===== config.mk =====
export PLATFORM = sky130hd
export DESIGN_NAME = eprom_prog_ctrl
export DESIGN_NICKNAME = d
export VERILOG_FILES = /design/src/rtl/eprom_pkg.sv /design/src/rtl/eprom_pulse_timer.sv /design/src/rtl/eprom_prog_ctrl.sv
export SDC_FILE = /design/constraint.sdc
export NUM_CORES = 1
export LEC_CHECK = 0
export CAP_MARGIN = 20
export CORE_MARGIN = 5
export CORE_UTILIZATION = 40
export DETAILED_ROUTE_END_ITERATION = 7
export PLACE_DENSITY = 0.71
export SETUP_SLACK_MARGIN = 0.5
export SLEW_MARGIN = 20
export SYNTH_ARGS = -nofsm -noshare
export SYNTH_HDL_FRONTEND = slang
export SYNTH_HIERARCHICAL = 1
export SYNTH_SLANG_ARGS = --single-unit

===== constraint.sdc =====
create_clock -name clk -period 2.8 [get_ports clk]
set_input_delay 0.56 -clock clk [delete_from_list [all_inputs] [get_ports clk]]
set_output_delay 0.56 -clock clk [all_outputs]
set_load 0.01 [all_outputs]

===== src/rtl/eprom_pkg.sv =====
// Shared encodings for the EPROM program controller and the EPROM model.
// The BLANK state exists only when EPROM_PROG_CTRL_BLANK_CHECK_EN is defined.
package eprom_pkg;

    localparam int EPROM_ADDR_W = 4;
    localparam int EPROM_DATA_W = 16;

    typedef enum logic [1:0] {
        OP_READ  = 2'b00,
        OP_PROG  = 2'b01,
        OP_ERASE = 2'b10,
        OP_RSVD  = 2'b11
    } op_t;

    typedef enum logic [2:0] {
        ST_IDLE    = 3'd0,
        ST_RD_WAIT = 3'd1,
        ST_PROG    = 3'd2,
        ST_VERIFY  = 3'd3,
        ST_ERASE   = 3'd4,
`ifdef EPROM_PROG_CTRL_BLANK_CHECK_EN
        ST_BLANK   = 3'd5,
`endif
        ST_RESP    = 3'd6
    } state_t;

    // Counter width able to hold the longer of the two strobe windows.
    function automatic int timer_width(input int a, input int b);
        int m;
        m = (a > b) ? a : b;
        return $clog2(m + 1);
    endfunction

endpackage


===== src/rtl/eprom_pulse_timer.sv =====
// Load/count-down counter that times the EPROM program and erase strobes.
// done is high during the last cycle of the loaded window.
module eprom_pulse_timer
    import eprom_pkg::*;
#(
    parameter int CNT_W = 3
) (
    input  logic             clk,
    input  logic             rst_n,
    input  logic             load,
    input  logic [CNT_W-1:0] load_val,
    output logic             done
);

    logic [CNT_W-1:0] count_reg;

    always_ff @(posedge clk or negedge rst_n) begin
        if (!rst_n) begin
            count_reg <= '0;
        end else if (load) begin
            count_reg <= load_val;
        end else if (count_reg != '0) begin
            count_reg <= count_reg - CNT_W'(1);
        end
    end

    assign done = (count_reg == CNT_W'(1));

endmodule


===== src/rtl/eprom_prog_ctrl.sv =====
// READ / PROGRAM / ERASE sequencer for the 16x16 EPROM with program-verify retries.
// Define EPROM_PROG_CTRL_BLANK_CHECK_EN to add a post-erase blank scan.
module eprom_prog_ctrl
    import eprom_pkg::*;
#(
    parameter int ADDR_W       = EPROM_ADDR_W,
    parameter int DATA_W       = EPROM_DATA_W,
    parameter int PROG_CYCLES  = 2,
    parameter int ERASE_CYCLES = 4,
    parameter int MAX_RETRY    = 3
`ifdef EPROM_PROG_CTRL_BLANK_CHECK_EN
    ,
    parameter logic [DATA_W-1:0] ERASED_VAL = '0
`endif
) (
    input  logic              clk,
    input  logic              rst_n,
    input  logic              cmd_valid,
    output logic              cmd_ready,
    input  logic [1:0]        cmd_op,
    input  logic [ADDR_W-1:0] cmd_addr,
    input  logic [DATA_W-1:0] cmd_wdata,
    output logic              rsp_valid,
    input  logic              rsp_ready,
    output logic [DATA_W-1:0] rsp_rdata,
    output logic              rsp_err,
    output logic              busy,
    output logic [ADDR_W-1:0] mem_addr,
    output logic              mem_we,
    output logic              mem_erase,
    output logic [DATA_W-1:0] mem_wdata,
    input  logic [DATA_W-1:0] mem_rdata
);

    localparam int CNT_W   = timer_width(PROG_CYCLES, ERASE_CYCLES);
    localparam int RETRY_W = $clog2(MAX_RETRY + 2);

    state_t             state_reg;
    logic [RETRY_W-1:0] retry_reg;
    logic               accept;
    logic               verify_match;
    logic               retry_ok;
    logic               timer_load;
    logic [CNT_W-1:0]   timer_val;
    logic               timer_done;

`ifdef EPROM_PROG_CTRL_BLANK_CHECK_EN
    logic               scan_done_reg;
    logic               cmp_valid_reg;
    logic [ADDR_W-1:0]  sample_addr_reg;
    logic [DATA_W-1:0]  sample_data_reg;
`endif

    assign accept       = cmd_valid && cmd_ready;
    assign verify_match = (mem_rdata == mem_wdata);
    assign retry_ok     = (retry_reg < RETRY_W'(MAX_RETRY));

    // The timer is loaded on the same edge the FSM raises a strobe.
    always_comb begin
        timer_load = 1'b0;
        timer_val  = CNT_W'(PROG_CYCLES);
        case (state_reg)
            ST_IDLE: begin
                if (accept && cmd_op == OP_PROG) begin
                    timer_load = 1'b1;
                end else if (accept && cmd_op == OP_ERASE) begin
                    timer_load = 1'b1;
                    timer_val  = CNT_W'(ERASE_CYCLES);
                end
            end
            ST_VERIFY: begin
                if (!verify_match && retry_ok) begin
                    timer_load = 1'b1;
                end
            end
            default: ;
        endcase
    end

    eprom_pulse_timer #(
        .CNT_W(CNT_W)
    ) u_timer (
        .clk     (clk),
        .rst_n   (rst_n),
        .load    (timer_load),
        .load_val(timer_val),
        .done    (timer_done)
    );

    always_ff @(posedge clk or negedge rst_n) begin
        if (!rst_n) begin
            state_reg <= ST_IDLE;
            retry_reg <= '0;
            cmd_ready <= 1'b1;
            busy      <= 1'b0;
            rsp_valid <= 1'b0;
            rsp_rdata <= '0;
            rsp_err   <= 1'b0;
            mem_addr  <= '0;
            mem_we    <= 1'b0;
            mem_erase <= 1'b0;
            mem_wdata <= '0;
`ifdef EPROM_PROG_CTRL_BLANK_CHECK_EN
            scan_done_reg   <= 1'b0;
            cmp_valid_reg   <= 1'b0;
            sample_addr_reg <= '0;
            sample_data_reg <= '0;
`endif
        end else begin
            case (state_reg)
                ST_IDLE: begin
                    if (accept) begin
                        cmd_ready <= 1'b0;
                        busy      <= 1'b1;
                        mem_addr  <= cmd_addr;
                        mem_wdata <= cmd_wdata;
                        rsp_rdata <= '0;
                        rsp_err   <= 1'b0;
                        retry_reg <= '0;
                        case (op_t'(cmd_op))
                            OP_READ: state_reg <= ST_RD_WAIT;
                            OP_PROG: begin
                                mem_we    <= 1'b1;
                                state_reg <= ST_PROG;
                            end
                            OP_ERASE: begin
                                mem_erase <= 1'b1;
                                state_reg <= ST_ERASE;
                            end
                            default: begin
                                rsp_err   <= 1'b1;
                                state_reg <= ST_RESP;
                            end
                        endcase
                    end
                end
                ST_RD_WAIT: begin
                    rsp_rdata <= mem_rdata;
                    state_reg <= ST_RESP;
                end
                ST_PROG: begin
                    if (timer_done) begin
                        mem_we    <= 1'b0;
                        state_reg <= ST_VERIFY;
                    end
                end
                ST_VERIFY: begin
                    rsp_rdata <= mem_rdata;
                    if (verify_match) begin
                        state_reg <= ST_RESP;
                    end else if (retry_ok) begin
                        retry_reg <= retry_reg + RETRY_W'(1);
                        mem_we    <= 1'b1;
                        state_reg <= ST_PROG;
                    end else begin
                        rsp_err   <= 1'b1;
                        state_reg <= ST_RESP;
                    end
                end
                ST_ERASE: begin
                    if (timer_done) begin
                        mem_erase <= 1'b0;
`ifdef EPROM_PROG_CTRL_BLANK_CHECK_EN
                        mem_addr      <= '0;
                        scan_done_reg <= 1'b0;
                        cmp_valid_reg <= 1'b0;
                        state_reg     <= ST_BLANK;
`else
                        state_reg <= ST_RESP;
`endif
                    end
                end
`ifdef EPROM_PROG_CTRL_BLANK_CHECK_EN
                // Each word is sampled while its address is presented and compared
                // one cycle later, hence the trailing compare cycle after the last address.
                ST_BLANK: begin
                    if (cmp_valid_reg && sample_data_reg != ERASED_VAL && !rsp_err) begin
                        rsp_err   <= 1'b1;
                        rsp_rdata <= DATA_W'(sample_addr_reg);
                    end
                    sample_data_reg <= mem_rdata;
                    sample_addr_reg <= mem_addr;
                    cmp_valid_reg   <= !scan_done_reg;
                    if (scan_done_reg) begin
                        state_reg <= ST_RESP;
                    end else if (mem_addr == {ADDR_W{1'b1}}) begin
                        scan_done_reg <= 1'b1;
                    end else begin
                        mem_addr <= mem_addr + ADDR_W'(1);
                    end
                end
`endif
                // rsp_valid is raised one cycle into RESP, after rsp_rdata has settled.
                ST_RESP: begin
                    if (!rsp_valid) begin
                        rsp_valid <= 1'b1;
                    end else if (rsp_ready) begin
                        rsp_valid <= 1'b0;
                        cmd_ready <= 1'b1;
                        busy      <= 1'b0;
                        retry_reg <= '0;
                        state_reg <= ST_IDLE;
                    end
                end
                default: begin
                    state_reg <= ST_IDLE;
                end
            endcase
        end
    end

endmodule


==> impl_metrics.json <==
{
  "outcome": "finished, final reports clean",
  "synth_cell_type_count": 44,
  "fin_skew_ps": 7.92,
  "drt-initial-drc-count": 80,
  "p_sw_uw": 1380,
  "num_vias": 2264,
  "fin_util": 0.574,
  "rsz0062_at_grt": "false",
  "synth_top_area_cell": "dfrtp_1",
  "holdWs_ps": 230,
  "io-pin-count": 84,
  "core_region_area_mm2": 0.00624,
  "grt-ovfl-total": 0,
  "path_clk_slew_ps": 100,
  "max-slew-margin-rel": 0.509,
  "regToRegEndpoint": "u_timer/count_reg[0]",
  "cts_sinks": 51,
  "drt-wirelength-per-cell_um": 14.9,
  "grt_max_degree": 32,
  "num_rows": 29,
  "sequentialPowerShare": 0.391,
  "fin_crit_sh": 0.804,
  "r2r_setup_slack_ps": 830,
  "synth_top_flop_cell": "dfrtp_1",
  "fin_cells": 453,
  "worstMarginPinSlew_ps": 736,
  "grt_use_total": 0.170,
  "min_path_type": "in2async",
  "area_growth_pct": 41.5,
  "finalSetupViolCount": 0,
  "vias_per_cell": 5.00,
  "critPathMaxFanout": 7,
  "top_regs": "mem_wdata x16, rsp_rdata x16, mem_addr x4",
  "synth_top_area_frac": 0.494,
  "port_buffers": 83,
  "arrival_ps": 2460,
  "hold_viol": 0,
  "p_int_uw": 2180,
  "syn_area_per_cell_um2": 8.70,
  "synth-seq-cells": 51,
  "fmax_mhz": 444,
  "synth.area.top_cells": "dfrtp_1 49%, nand2_1 15%, xor2_1 5.5%",
  "drive_gt1_frac": 0.0798,
  "ant_nets": 0,
  "place_congestion": 0.817,
  "power_leakage_uw": 0.00164,
  "chipWidth_um": 89.6,
  "cts.htree.levels": 2,
  "die_area_mm2": 0.00802,
  "nets": 421,
  "finalCriticalPeriod_ps": 2250,
  "grt_first_pass_wirelength_um": 10400,
  "dp_cells": 444,
  "power.density_mw_per_mm2": 993,
  "start_util": 0.406,
  "syn_inst": 291,
  "rr_startpoint": "state_reg[1]",
  "antenna_found_initial": 0,
  "end_kind": "flop",
  "crit_type": "in2reg",
  "peakVddDrop_v": 0.000493,
  "tns_ps": 0,
  "dr.pass1.iters": 4,
  "die_height_um": 89.6,
  "maxCapViolCount": 0,
  "cts_buffer_depth": 2,
  "fillers": 571,
  "finalInstanceArea_mm2": 0.00358,
  "yosysWarnings": 6,
  "drt-total-wl_um": 6750,
  "cts_tree": "built",
  "dpl.hpwl_um": 4940,
  "cp_data_required_time_ps": 3010,
  "synth_edf_count": 0,
  "placed_area_mm2": 0.00346,
  "synth_area_mm2": 0.00253,
  "synthArstFlopShare": 1.00,
  "grt_pass1_vias": 2164,
  "numCtsBuffers": 5,
  "post-route-drc-count": 0,
  "synth-seq-area-share": 0.504,
  "ctsHoldBuffers": 0,
  "antennaDiodeCount": 0,
  "p_clk_frac": 0.123,
  "syn_nets": 337,
  "switching_share": 0.388,
  "clock_latency_ps": 310,
  "combPwrFrac": 0.487,
  "r2r_cells": 5,
  "root_buffer": "clkbuf_8",
  "finalMaxSlewViolations": 0,
  "crit_path_start_kind": "primary input"
}
layout make-up:
type	count	area, um2	share of cell area
clock inverters	3	20.0	0.00559
flip-flops and latches	51	1280	0.356
repair buffers	91	898	0.251
clock buffers	5	68.8	0.0192
inverters	7	26.3	0.00733
well taps	77	96.3	0.0269
multi-input cells	219	1200	0.334
power by group through the flow:
stage | combinational [uW] | clock, uW | sequential (uW)
detailed placement | 1700 | 0 | 1400
finish | 1730 | 437 | 1390
global route | 1910 | 481 | 1450
floorplan | 805 | 0 | 1440
global placement | 1670 | 0 | 1390
CTS | 1710 | 447 | 1390
critical path, stage by stage:
cell,delay [ps]
clkdlybuf4s50_1,470
xor2_1,190
nor4_2,360
nand4_1,200
nand2_2,120
o22ai_2,120
nor2b_1,160
a311oi_1,260
how the worst max path moves through the flow:
stage / from / to / cells after the start
CTS: mem_rdata[7] / u_timer/count_reg[0] / 8
detailed placement: mem_rdata[13] / u_timer/count_reg[0] / 8
global route: mem_rdata[4] / u_timer/count_reg[1] / 8
global placement: mem_rdata[13] / u_timer/count_reg[0] / 8
finish: mem_rdata[4] / u_timer/count_reg[1] / 8
floorplan: cmd_ready / u_timer/count_reg[0] / 7
per-stage QoR:
stage          total power [uW]  setup WS [ps]
5_1_grt                    3840            498
6_report                   3560            550
4_1_cts                    3550            522
2_1_floorplan              2250            763
3_5_place_dp               3100            113
3_3_place_gp               3060            110
cell usage in the layout, fill, tap and decap left out, types with 3 or more instances in the layout:
master | netlist | layout
a21oi_1 | 10 | 10
buf_4 | 0 | 7
clkbuf_8 | 0 | 5
clkdlybuf4s50_1 | 0 | 82
dfrtp_1 | 50 | 50
ha_1 | 4 | 4
inv_1 | 7 | 7
nand2_1 | 101 | 100
nand2b_1 | 5 | 5
nand3_1 | 3 | 3
nor2_1 | 12 | 12
nor2b_1 | 5 | 5
nor3_1 | 6 | 5
o21ai_0 | 19 | 19
xor2_1 | 16 | 16
timing repair:
action,CTS,global route
pin swaps,0,3
setup buffers,0,1
endpoints found under the setup margin,2,2
endpoints found under the hold margin,0,0
gates resized for setup,1,4
synthesized netlist by cell type, drive strengths merged, types with 5 or more instances:
cell type,instances
a21oi,11
xor2,16
nor2b,5
buf,10
nor2,12
o21ai,21
inv,7
dfrtp,50
nand2b,6
nand2,101
nor3,6
cell families (layout without fill, tap and decap cells):
logic type	count (synthesis)	after routing	share of synthesized area
AND/OR/NAND/NOR	150	150	0.264
flip-flops	51	51	0.504
AO/OA/AOI/OAI	46	46	0.111
buffers and inverters	21	106	0.0361
XOR/XNOR	17	17	0.0588
adder cells (fa/ha/maj)	4	4	0.0198
other	1	1	0.00148
multiplexers	1	1	0.00395
metal layers:
layer / wire (um) / vias to the layer above / share of wire / GRT usage
li1: - / 1122 / - / -
met1: 2970 / 1088 / 0.44 / 0.229
met2: 3350 / 49 / 0.50 / 0.265
met3: 365 / 5 / 0.054 / 0.0484
met4: 63 / 0 / 0.0093 / 0.0555
met5: 0 / - / 0 / 0
No activity file was read; power rests on OpenSTA's default activity.
